$ cat src/rtl/instr_pkg.sv
// Shared instruction-format definitions for the instruction FIFO and the issue arbiter.
// Field positions are fixed by the instruction encoding.
package instr_pkg;

   localparam int INSTR_W      = 32;
   localparam int FIELD_ADRS_W = 9;
   localparam int DEF_DEPTH    = 8;

   localparam int OPC_MSB = 31;
   localparam int OPC_LSB = 29;
   localparam int OVR_MSB = 28;
   localparam int OVR_LSB = 27;
   localparam int SRC_MSB = 17;
   localparam int SRC_LSB = 9;
   localparam int DST_MSB = 8;
   localparam int DST_LSB = 0;

   // Bits 26:18 carry no field that matters to dependency tracking.
   typedef struct packed {
      logic [OPC_MSB-OPC_LSB:0] opc;
      logic [OVR_MSB-OVR_LSB:0] ovr;
      logic [OVR_LSB-SRC_MSB-2:0] rsvd;
      logic [SRC_MSB-SRC_LSB:0] src;
      logic [DST_MSB-DST_LSB:0] dst;
   } instr_t;

endpackage

$ cat src/rtl/instr_dep_cmp.sv
// Hazard comparator for one queued entry against the arbiter's candidate addresses.
// Flags RAW, WAW and WAR overlaps; opcode and override bits play no part.
module instr_dep_cmp
   import instr_pkg::*;
#(
   parameter int WIDTH  = INSTR_W,
   parameter int ADRS_W = FIELD_ADRS_W
) (
   input  logic [WIDTH-1:0]  entry_i,
   input  logic              valid_i,
   input  logic [ADRS_W-1:0] query_src_i,
   input  logic [ADRS_W-1:0] query_dst_i,
   output logic              hit_o
);

   logic [ADRS_W-1:0] e_src;
   logic [ADRS_W-1:0] e_dst;
   logic              unused_fields;

   assign e_src = entry_i[SRC_LSB +: ADRS_W];
   assign e_dst = entry_i[DST_LSB +: ADRS_W];

   assign unused_fields = ^entry_i[WIDTH-1:SRC_LSB+ADRS_W];

   assign hit_o = valid_i & ((e_dst == query_src_i) |
                             (e_dst == query_dst_i) |
                             (e_src == query_dst_i));

endmodule

$ cat src/rtl/instr_fifo.sv
// Per-lane instruction queue between the issue arbiter and the execute stage,
// first-word-fall-through, with a dependency lookup across all queued entries.
module instr_fifo
   import instr_pkg::*;
#(
   parameter int DEPTH  = DEF_DEPTH,     // power of two, 2 or more
   parameter int WIDTH  = INSTR_W,
   parameter int ADRS_W = FIELD_ADRS_W
) (
   input  logic                     clk,
   input  logic                     reset,
   input  logic                     push,
   input  logic [WIDTH-1:0]         push_instr,
   output logic                     full,
   input  logic                     pop,
   output logic [WIDTH-1:0]         pop_instr,
   output logic                     empty,
   output logic [$clog2(DEPTH):0]   count,
   input  logic [ADRS_W-1:0]        query_src,
   input  logic [ADRS_W-1:0]        query_dst,
   output logic                     dep_hit,
   output logic                     overflow,
   output logic                     underflow
);

   localparam int PTR_W = $clog2(DEPTH);

   // Handshake: push is a request, !full (or full with a same-cycle accepted pop)
   // is its ready; pop is a request, !empty is its ready. Transfer happens on the
   // rising edge where both are high; a refused request only sets a sticky flag.

   logic [WIDTH-1:0] mem_q [DEPTH];
   logic [PTR_W-1:0] rd_ptr_q, rd_ptr_d;
   logic [PTR_W-1:0] wr_ptr_q, wr_ptr_d;
   logic [PTR_W:0]   count_q, count_d;
   logic             overflow_q, overflow_d;
   logic             underflow_q, underflow_d;
   logic             pop_acc, push_acc;
   logic [DEPTH-1:0] hit;

   assign empty    = (count_q == '0);
   assign full     = (count_q == (PTR_W+1)'(DEPTH));
   assign pop_acc  = pop & ~empty;
   assign push_acc = push & (~full | pop_acc);

   always_comb begin
      rd_ptr_d    = rd_ptr_q;
      wr_ptr_d    = wr_ptr_q;
      count_d     = count_q;
      overflow_d  = overflow_q;
      underflow_d = underflow_q;
      if (pop_acc)  rd_ptr_d = rd_ptr_q + PTR_W'(1);
      if (push_acc) wr_ptr_d = wr_ptr_q + PTR_W'(1);
      if (push_acc && !pop_acc)      count_d = count_q + (PTR_W+1)'(1);
      else if (pop_acc && !push_acc) count_d = count_q - (PTR_W+1)'(1);
      if (push && full && !pop_acc) overflow_d  = 1'b1;
      if (pop && empty)             underflow_d = 1'b1;
   end

   always_ff @(posedge clk or posedge reset) begin
      if (reset) begin
         rd_ptr_q    <= '0;
         wr_ptr_q    <= '0;
         count_q     <= '0;
         overflow_q  <= 1'b0;
         underflow_q <= 1'b0;
      end else begin
         rd_ptr_q    <= rd_ptr_d;
         wr_ptr_q    <= wr_ptr_d;
         count_q     <= count_d;
         overflow_q  <= overflow_d;
         underflow_q <= underflow_d;
      end
   end

   // Storage is left unreset; count-derived valid bits mask stale contents.
   always_ff @(posedge clk) begin
      if (push_acc) mem_q[wr_ptr_q] <= push_instr;
   end

   assign pop_instr = empty ? '0 : mem_q[rd_ptr_q];
   assign count     = count_q;
   assign overflow  = overflow_q;
   assign underflow = underflow_q;

   for (genvar i = 0; i < DEPTH; i++) begin : g_dep
      logic [PTR_W-1:0] offs;
      logic             valid;
      assign offs  = PTR_W'(i) - rd_ptr_q;
      assign valid = ({1'b0, offs} < count_q);

      instr_dep_cmp #(
         .WIDTH  (WIDTH),
         .ADRS_W (ADRS_W)
      ) u_cmp (
         .entry_i     (mem_q[i]),
         .valid_i     (valid),
         .query_src_i (query_src),
         .query_dst_i (query_dst),
         .hit_o       (hit[i])
      );
   end

   assign dep_hit = |hit;

endmodule

$ cat config.mk
export PLATFORM = sky130hd
export DESIGN_NAME = instr_fifo
export DESIGN_NICKNAME = d
export VERILOG_FILES = /design/src/rtl/instr_pkg.sv /design/src/rtl/instr_dep_cmp.sv /design/src/rtl/instr_fifo.sv
export SDC_FILE = /design/constraint.sdc
export NUM_CORES = 1
export LEC_CHECK = 0
export CORE_AREA = 2 2 167 169
export CTS_CLUSTER_SIZE = 25
export DETAILED_ROUTE_END_ITERATION = 16
export DIE_AREA = 0 0 169 171
export GPL_ROUTABILITY_DRIVEN = 0
export PLACE_DENSITY = 0.72
export SETUP_SLACK_MARGIN = 0.15
export SLEW_MARGIN = 20
export SYNTH_ARGS = -nofsm -noshare
export SYNTH_HDL_FRONTEND = slang
export SYNTH_SLANG_ARGS = --single-unit
$ cat constraint.sdc
create_clock -name clk -period 3.88 [get_ports clk]
set_input_delay 0.582 -clock clk [delete_from_list [all_inputs] [get_ports clk]]
set_output_delay 0.582 -clock clk [all_outputs]
set_load 0.05 [all_outputs]
# Word level (Yosys, flattened, before mapping)
# Memories as Yosys holds them, arrays and structs flattened.
# Cells that the tools add are included.
# totals
mem_bits_ro	0
n_memories	1
latchBits	0
elab_cells	95
in_bits	54
mem_bits_rw	256
out_inout_bits	41
register_bits	12
# op_classes
n_div	0
n_addsub	12
n_mul	0
n_eq_ne	25
n_lt_le_gt_ge	8
reduce_logical	10
mux	5
bitwise_logic	29
shifts	0
# memory_table
name	words	width	read_ports	rd_clocked_by_memory_dff	write_ports	line_no	text
mem_q	8	32	9	0	1	instr_fifo.sv:32	logic [WIDTH-1:0] mem_q [DEPTH];
# op_table
cell	count
9-bit == test	24
3-bit by 4-bit less-than comparator with 1-bit output	8
32-bit 2-to-1 mux	1
1-bit bitwise OR	17
3-bit subtractor, first input constant	4
1-bit bitwise AND	10
4-bit 2-to-1 mux	2
8-bit OR reduction	1
3-bit by 1-bit adder with 3-bit output, second input constant	2
1-bit by 3-bit subtractor with 3-bit output, first input constant	2
2-bit by 3-bit subtractor with 3-bit output, first input constant	2
1-bit logical AND	5
4-bit by 1-bit adder with 4-bit output, second input constant	1
4-bit == test, second input constant	1
4-bit zero test	1
4-bit by 1-bit subtractor with 4-bit output, second input constant	1
1-bit zero test	2
1-bit 2-to-1 mux	2
1-bit inverter	2
2-bit nonzero test	1

# Logic depth before layout (Yosys ltp)
# depth
ltp_word	9
depth_mapped	12
depth_no_buf	12

# Hierarchy
# A second synthesis with hierarchy kept.
# hier_totals
hier_cells	790
area_unflattened_um2	13025.0
# modules_own_cells
module	area_per_inst_um2	cells_per_inst	instances	seq_area_each_um2
instr_fifo	10642.7	494	1	7987.7
instr_dep_cmp	297.8	37	8	0.0

# Worst setup path after synthesis
# No wires, ideal clock.
# synth_timing
path_type	reg-to-reg
startpoint	register count_q[0] (netlist: count[0])
endpoint	memory mem_q[0][0] (netlist bit) (enable)
slack_ps	-268
required_ps	3419
setup_ps	461
n_path_buf	0
arrival_ps	3687
synth_period_minus_slack_ps	4148
path_stages_with_launch	6
path_cell_list	dfrtp_1 > nor3_1 > nand2_1 > o21ai_1 > or2_2 > nor3_1
# synth_via
elab_chain_len	7
word_cells_on_any_way	9
classes_between	1 x eq/ne; 2 x mux; 5 x bitwise; 1 x reduce/logical
# synth_lines
item	line_no	text
start, declared	instr_fifo.sv:35	logic [PTR_W:0] count_q, count_d;
start signal, assigned	instr_fifo.sv:70	count_q <= count_d;
4-bit zero test	instr_fifo.sv:41	assign empty = (count_q == '0);
1-bit inverter	instr_fifo.sv:43	assign pop_acc = pop & ~empty;
1-bit bitwise AND	instr_fifo.sv:43	
1-bit bitwise OR (*)	instr_fifo.sv:44	assign push_acc = push & (~full | pop_acc);
1-bit bitwise AND (*)	instr_fifo.sv:44	
1-bit 2-to-1 mux (*)	instr_fifo.sv:78	if (push_acc) mem_q[wr_ptr_q] <= push_instr;
1-bit 2-to-1 mux (implied by the code) (*)	instr_fifo.sv:78	
end, declared	instr_fifo.sv:32	
# Mark *: on every way between the ends. The rest lies on a longest branch, timed or not.

# Worst setup path in the final report
# layout_timing
startpoint	register rd_ptr_q[1]
endpoint	output dep_hit
# layout_via
elab_chain_len	4
word_cells_on_any_way	25
classes_between	8 x add/sub; 8 x order compare; 8 x bitwise; 1 x reduce/logical
# layout_lines
item	line_no	text
start, declared	instr_fifo.sv:33	logic [PTR_W-1:0] rd_ptr_q, rd_ptr_d;
start signal, assigned	instr_fifo.sv:68	rd_ptr_q <= rd_ptr_d;
1-bit by 3-bit subtractor with 3-bit output (tied with other cells)	instr_fifo.sv:89	assign offs = PTR_W'(i) - rd_ptr_q;
3-bit by 4-bit less-than comparator with 1-bit output	instr_fifo.sv:90	assign valid = ({1'b0, offs} < count_q);
1-bit bitwise AND	instr_dep_cmp.sv:25	assign hit_o = valid_i & ((e_dst == query_src_i) |
8-bit OR reduction (*)	instr_fifo.sv:104	assign dep_hit = |hit;
end, declared	instr_fifo.sv:21	output logic dep_hit,
# Marked as above.

==> impl_metrics.prom <==
# TYPE chip_impl_metric gauge
chip_impl_info{name="worst_setup_path_start_kind",value="flop"} 1
chip_impl_info{name="grt_setup_unrepaired",value="true"} 1
chip_impl_info{name="clk_root_buffer_cell",value="sky130_fd_sc_hd__clkbuf_16"} 1
chip_impl_metric{name="die_height",unit="µm"} 171
chip_impl_metric{name="grt_pass1_vias",unit=""} 8402
chip_impl_metric{name="detailed_place_hpwl",unit="µm"} 23000
chip_impl_metric{name="yosysWarnings",unit=""} 0
chip_impl_metric{name="fin_hold_ws",unit="ns"} 0.353
chip_impl_metric{name="fmax",unit="MHz"} 263
chip_impl_metric{name="finalWirelength",unit="µm"} 35100
chip_impl_metric{name="worst_relative_slew_slack",unit="%"} 39.6
chip_impl_metric{name="numCtsBuffers",unit=""} 28
chip_impl_metric{name="finClkSkew",unit="ns"} 0.0146
chip_impl_metric{name="drive_above_1_share",unit="%"} 22.4
chip_impl_info{name="worstSetupPathType",value="reg -> out"} 1
chip_impl_metric{name="core_region_area",unit="mm²"} 0.0273
chip_impl_metric{name="timing_hold_violations_final",unit=""} 0
chip_impl_metric{name="finalCoreUtilization",unit="%"} 58.7
chip_impl_metric{name="power.density_cell_area",unit="mW/mm²"} 787
chip_impl_metric{name="die_w",unit="µm"} 169
chip_impl_metric{name="num_antenna_cells",unit=""} 0
chip_impl_metric{name="critPathMaxFanout",unit=""} 13
chip_impl_info{name="run_status",value="complete, no violations"} 1
chip_impl_metric{name="setup_viol",unit=""} 0
chip_impl_metric{name="via_count",unit=""} 8159
chip_impl_metric{name="die_area",unit="mm²"} 0.0289
chip_impl_metric{name="rows",unit=""} 61
chip_impl_metric{name="final_period_minus_worst_setup_slack",unit="ns"} 3.80
chip_impl_metric{name="detail_route.wl_per_cell",unit="µm"} 25.5
chip_impl_metric{name="min_period_over_period",unit="%"} 98.0
chip_impl_metric{name="number_of_standard_cells_after_synthesis",unit=""} 887
chip_impl_metric{name="synthToLayoutAreaGrowth",unit="%"} 20.0
chip_impl_metric{name="fin_nets",unit=""} 1080
chip_impl_metric{name="synth.ff_latch_count",unit=""} 268
chip_impl_metric{name="timing_max_transition_violations_final",unit=""} 0
chip_impl_metric{name="clk_transition_reported_paths",unit="ns"} 0.07
chip_impl_metric{name="arrival",unit="ns"} 3.22
chip_impl_metric{name="grt_max_degree",unit=""} 54
chip_impl_metric{name="tightestPinTransition",unit="ns"} 0.906
chip_impl_metric{name="syn_area",unit="mm²"} 0.0134
chip_impl_metric{name="initial_core_util",unit="%"} 48.9
chip_impl_metric{name="antenna_violating_nets_post_route",unit=""} 0
chip_impl_metric{name="data_required_time_at_the_worst_endpoint",unit="ns"} 3.30
chip_impl_metric{name="maximum_count_of_clock_buffers_along_a_single_path",unit=""} 3
chip_impl_metric{name="detail_route.drc_violations",unit=""} 0
chip_impl_metric{name="synth.distinct_cells",unit=""} 39
chip_impl_metric{name="detailedRoute.firstPassIterationCount",unit=""} 5
chip_impl_metric{name="gr-total-overflow",unit=""} 0
chip_impl_info{name="endpoint_kind",value="output port"} 1
chip_impl_metric{name="worstSkewPairLatency",unit="ns"} 0.54
chip_impl_metric{name="async_flop_share",unit="%"} 4.48
chip_impl_info{name="timing.critical_path.from",value="rd_ptr_q[1]"} 1
chip_impl_metric{name="cts-htree-levels",unit=""} 1
chip_impl_metric{name="tot_gr_track_use",unit="%"} 24.3
chip_impl_info{name="regToRegStartpoint",value="count[3]"} 1
chip_impl_metric{name="power.static_leakage",unit="nW"} 5.46
chip_impl_info{name="layout_commonest_cell",value="sky130_fd_sc_hd__edfxtp_1"} 1
chip_impl_info{name="tritoncts",value="built"} 1
chip_impl_metric{name="ir_drop_worst_case_vdd",unit="mV"} 0.646
chip_impl_metric{name="synthesis.area_per_instance",unit="µm²"} 15.1
chip_impl_metric{name="synth-edff-count",unit=""} 256
chip_impl_metric{name="antenna_found_initial",unit=""} 0
chip_impl_info{name="min-delay-path-class",value="in -> async"} 1
chip_impl_metric{name="drv_cap",unit=""} 0
chip_impl_metric{name="cts_hold_buf",unit=""} 0
chip_impl_metric{name="portBuffers",unit=""} 94
chip_impl_metric{name="synth_sequential_area_ratio",unit="%"} 59.8
chip_impl_info{name="layout.cells.most_common_list",value="256 x sky130_fd_sc_hd__edfxtp_1, 137 x sky130_fd_sc_hd__xor2_1, 88 x sky130_fd_sc_hd__xnor2_1"} 1
chip_impl_metric{name="mappedNetlistNets",unit=""} 960
chip_impl_metric{name="grt_first_pass_wirelength",unit="µm"} 51800
chip_impl_metric{name="number_of_vias_per_cell_after_detailed_routing",unit=""} 5.93
chip_impl_metric{name="first_iter_violations",unit=""} 909
chip_impl_metric{name="cts.sink_count",unit=""} 268
chip_impl_info{name="yosys_most_used_dff",value="sky130_fd_sc_hd__edfxtp_1"} 1
chip_impl_metric{name="top_level_ports",unit=""} 95
chip_impl_metric{name="totalNegativeSetupSlack",unit="ns"} 0
## where the power goes
| group | internal [mW] | switching, mW |
|---|---|---|
| clock | 1.76 | 1.09 |
| combinational | 2.24 | 3.55 |
| sequential | 3.62 | 0.349 |
## kinds of logic (layout without fill, tap and decap cells)
family | Yosys count | after routing | synth area share [%]
compound gates | 66 | 66 | 2.99
xor+xnor | 226 | 226 | 14.8
flops | 268 | 268 | 59.8
mux | 65 | 65 | 10.9
simple gates | 176 | 176 | 6.50
fa+ha+maj | 19 | 19 | 1.83
buf+inv | 67 | 209 | 3.25
## flip-flops by register name (all words and copies together), names as in the netlist
| register | flops |
|---|---|
| count | 4 |
| mem_q | 256 |
| overflow | 1 |
| rd_ptr_q | 3 |
| underflow | 1 |
| wr_ptr_q | 3 |
## per-layer routing
metal,GRT usage [%],vias up,wire [µm]
li1,-,3571,-
met1,32.3,4116,14100
met2,40.9,398,17300
met3,4.23,74,2610
met4,7.92,0,1050
met5,0,-,0
## cells in the mapped netlist, types with 2 or more instances
| cell | n | area (µm²) |
|---|---|---|
| sky130_fd_sc_hd__clkbuf_1 | 12 | 45.0 |
| sky130_fd_sc_hd__o2111ai_1 | 4 | 35.0 |
| sky130_fd_sc_hd__buf_2 | 5 | 25.0 |
| sky130_fd_sc_hd__inv_1 | 14 | 52.6 |
| sky130_fd_sc_hd__nand3b_1 | 2 | 15.0 |
| sky130_fd_sc_hd__nor2b_1 | 2 | 12.5 |
| sky130_fd_sc_hd__buf_6 | 14 | 158 |
| sky130_fd_sc_hd__a21o_1 | 5 | 37.5 |
| sky130_fd_sc_hd__nand3_1 | 9 | 45.0 |
| sky130_fd_sc_hd__nor2_1 | 12 | 45.0 |
| sky130_fd_sc_hd__nand4_1 | 22 | 138 |
| sky130_fd_sc_hd__ha_1 | 18 | 225 |
| sky130_fd_sc_hd__edfxtp_1 | 256 | 7690 |
| sky130_fd_sc_hd__nor3_1 | 17 | 85.1 |
| sky130_fd_sc_hd__o22ai_1 | 2 | 12.5 |
| sky130_fd_sc_hd__mux4_2 | 64 | 1440 |
| sky130_fd_sc_hd__buf_4 | 19 | 143 |
| sky130_fd_sc_hd__nor4_1 | 29 | 181 |
| sky130_fd_sc_hd__nand2_1 | 75 | 282 |
| sky130_fd_sc_hd__buf_1 | 3 | 11.3 |
| sky130_fd_sc_hd__o21ai_0 | 2 | 10.0 |
| sky130_fd_sc_hd__dfrtp_1 | 12 | 300 |
| sky130_fd_sc_hd__nand2b_1 | 4 | 25.0 |
| sky130_fd_sc_hd__a31oi_1 | 2 | 12.5 |
| sky130_fd_sc_hd__a21oi_1 | 45 | 225 |
| sky130_fd_sc_hd__xor2_1 | 138 | 1210 |
| sky130_fd_sc_hd__xnor2_1 | 88 | 771 |
## through the flow
step,total power [mW],instances,cell area (µm²),setup slack (ns)
2_1_floorplan,7.67,887,13400,0.490
4_1_cts,12.2,1369,15800,0.0267
5_1_grt,13.2,1375,16000,-0.0126
6_report,12.6,1375,16000,0.0789
3_3_place_gp,9.23,1315,14700,0.226
3_5_place_dp,9.30,1315,14700,0.217
## final cells by class
class	instances	area [µm²]
clock inverter	18	245
inverter	14	56.3
multi-input combinational	552	5190
clock buffer	34	744
timing repair buffer	143	1370
sequential	268	8000
fill	2117	11300
tap	346	433
## worst max-delay path: stages, from the launching register on
cell	delay (ns)
sky130_fd_sc_hd__dfrtp_2	0.47
sky130_fd_sc_hd__buf_12	0.18
sky130_fd_sc_hd__ha_1	0.20
sky130_fd_sc_hd__xor2_1	0.16
sky130_fd_sc_hd__ha_1	0.31
sky130_fd_sc_hd__nand3_1	0.10
sky130_fd_sc_hd__a21oi_2	0.28
sky130_fd_sc_hd__o22ai_2	0.15
sky130_fd_sc_hd__nor4_2	0.25
sky130_fd_sc_hd__nand4_1	0.31
sky130_fd_sc_hd__buf_12	0.26
## repair_timing
action	CTS	global route
buffers inserted	2	5
pin swaps	1	11
setup endpoints to repair	20	21
gates resized for setup	4	40
gates cloned	0	1
## worst paths after layout
| path | slack, ns | to | cells after the start |
|---|---|---|---|
| worst max register to register | 0.76 | count[3] | 11 |
| max in group asynchronous | 3.17 | rd_ptr_q[0] | 2 |
| min in group clk | 0.46 | underflow | 1 |
| worst min-delay path | 0.35 | rd_ptr_q[0] | 2 |
| worst max-delay path | 0.08 | dep_hit | 10 |
| worst min register to register | 0.46 | underflow | 1 |
No activity file was read; power rests on OpenSTA's default activity.
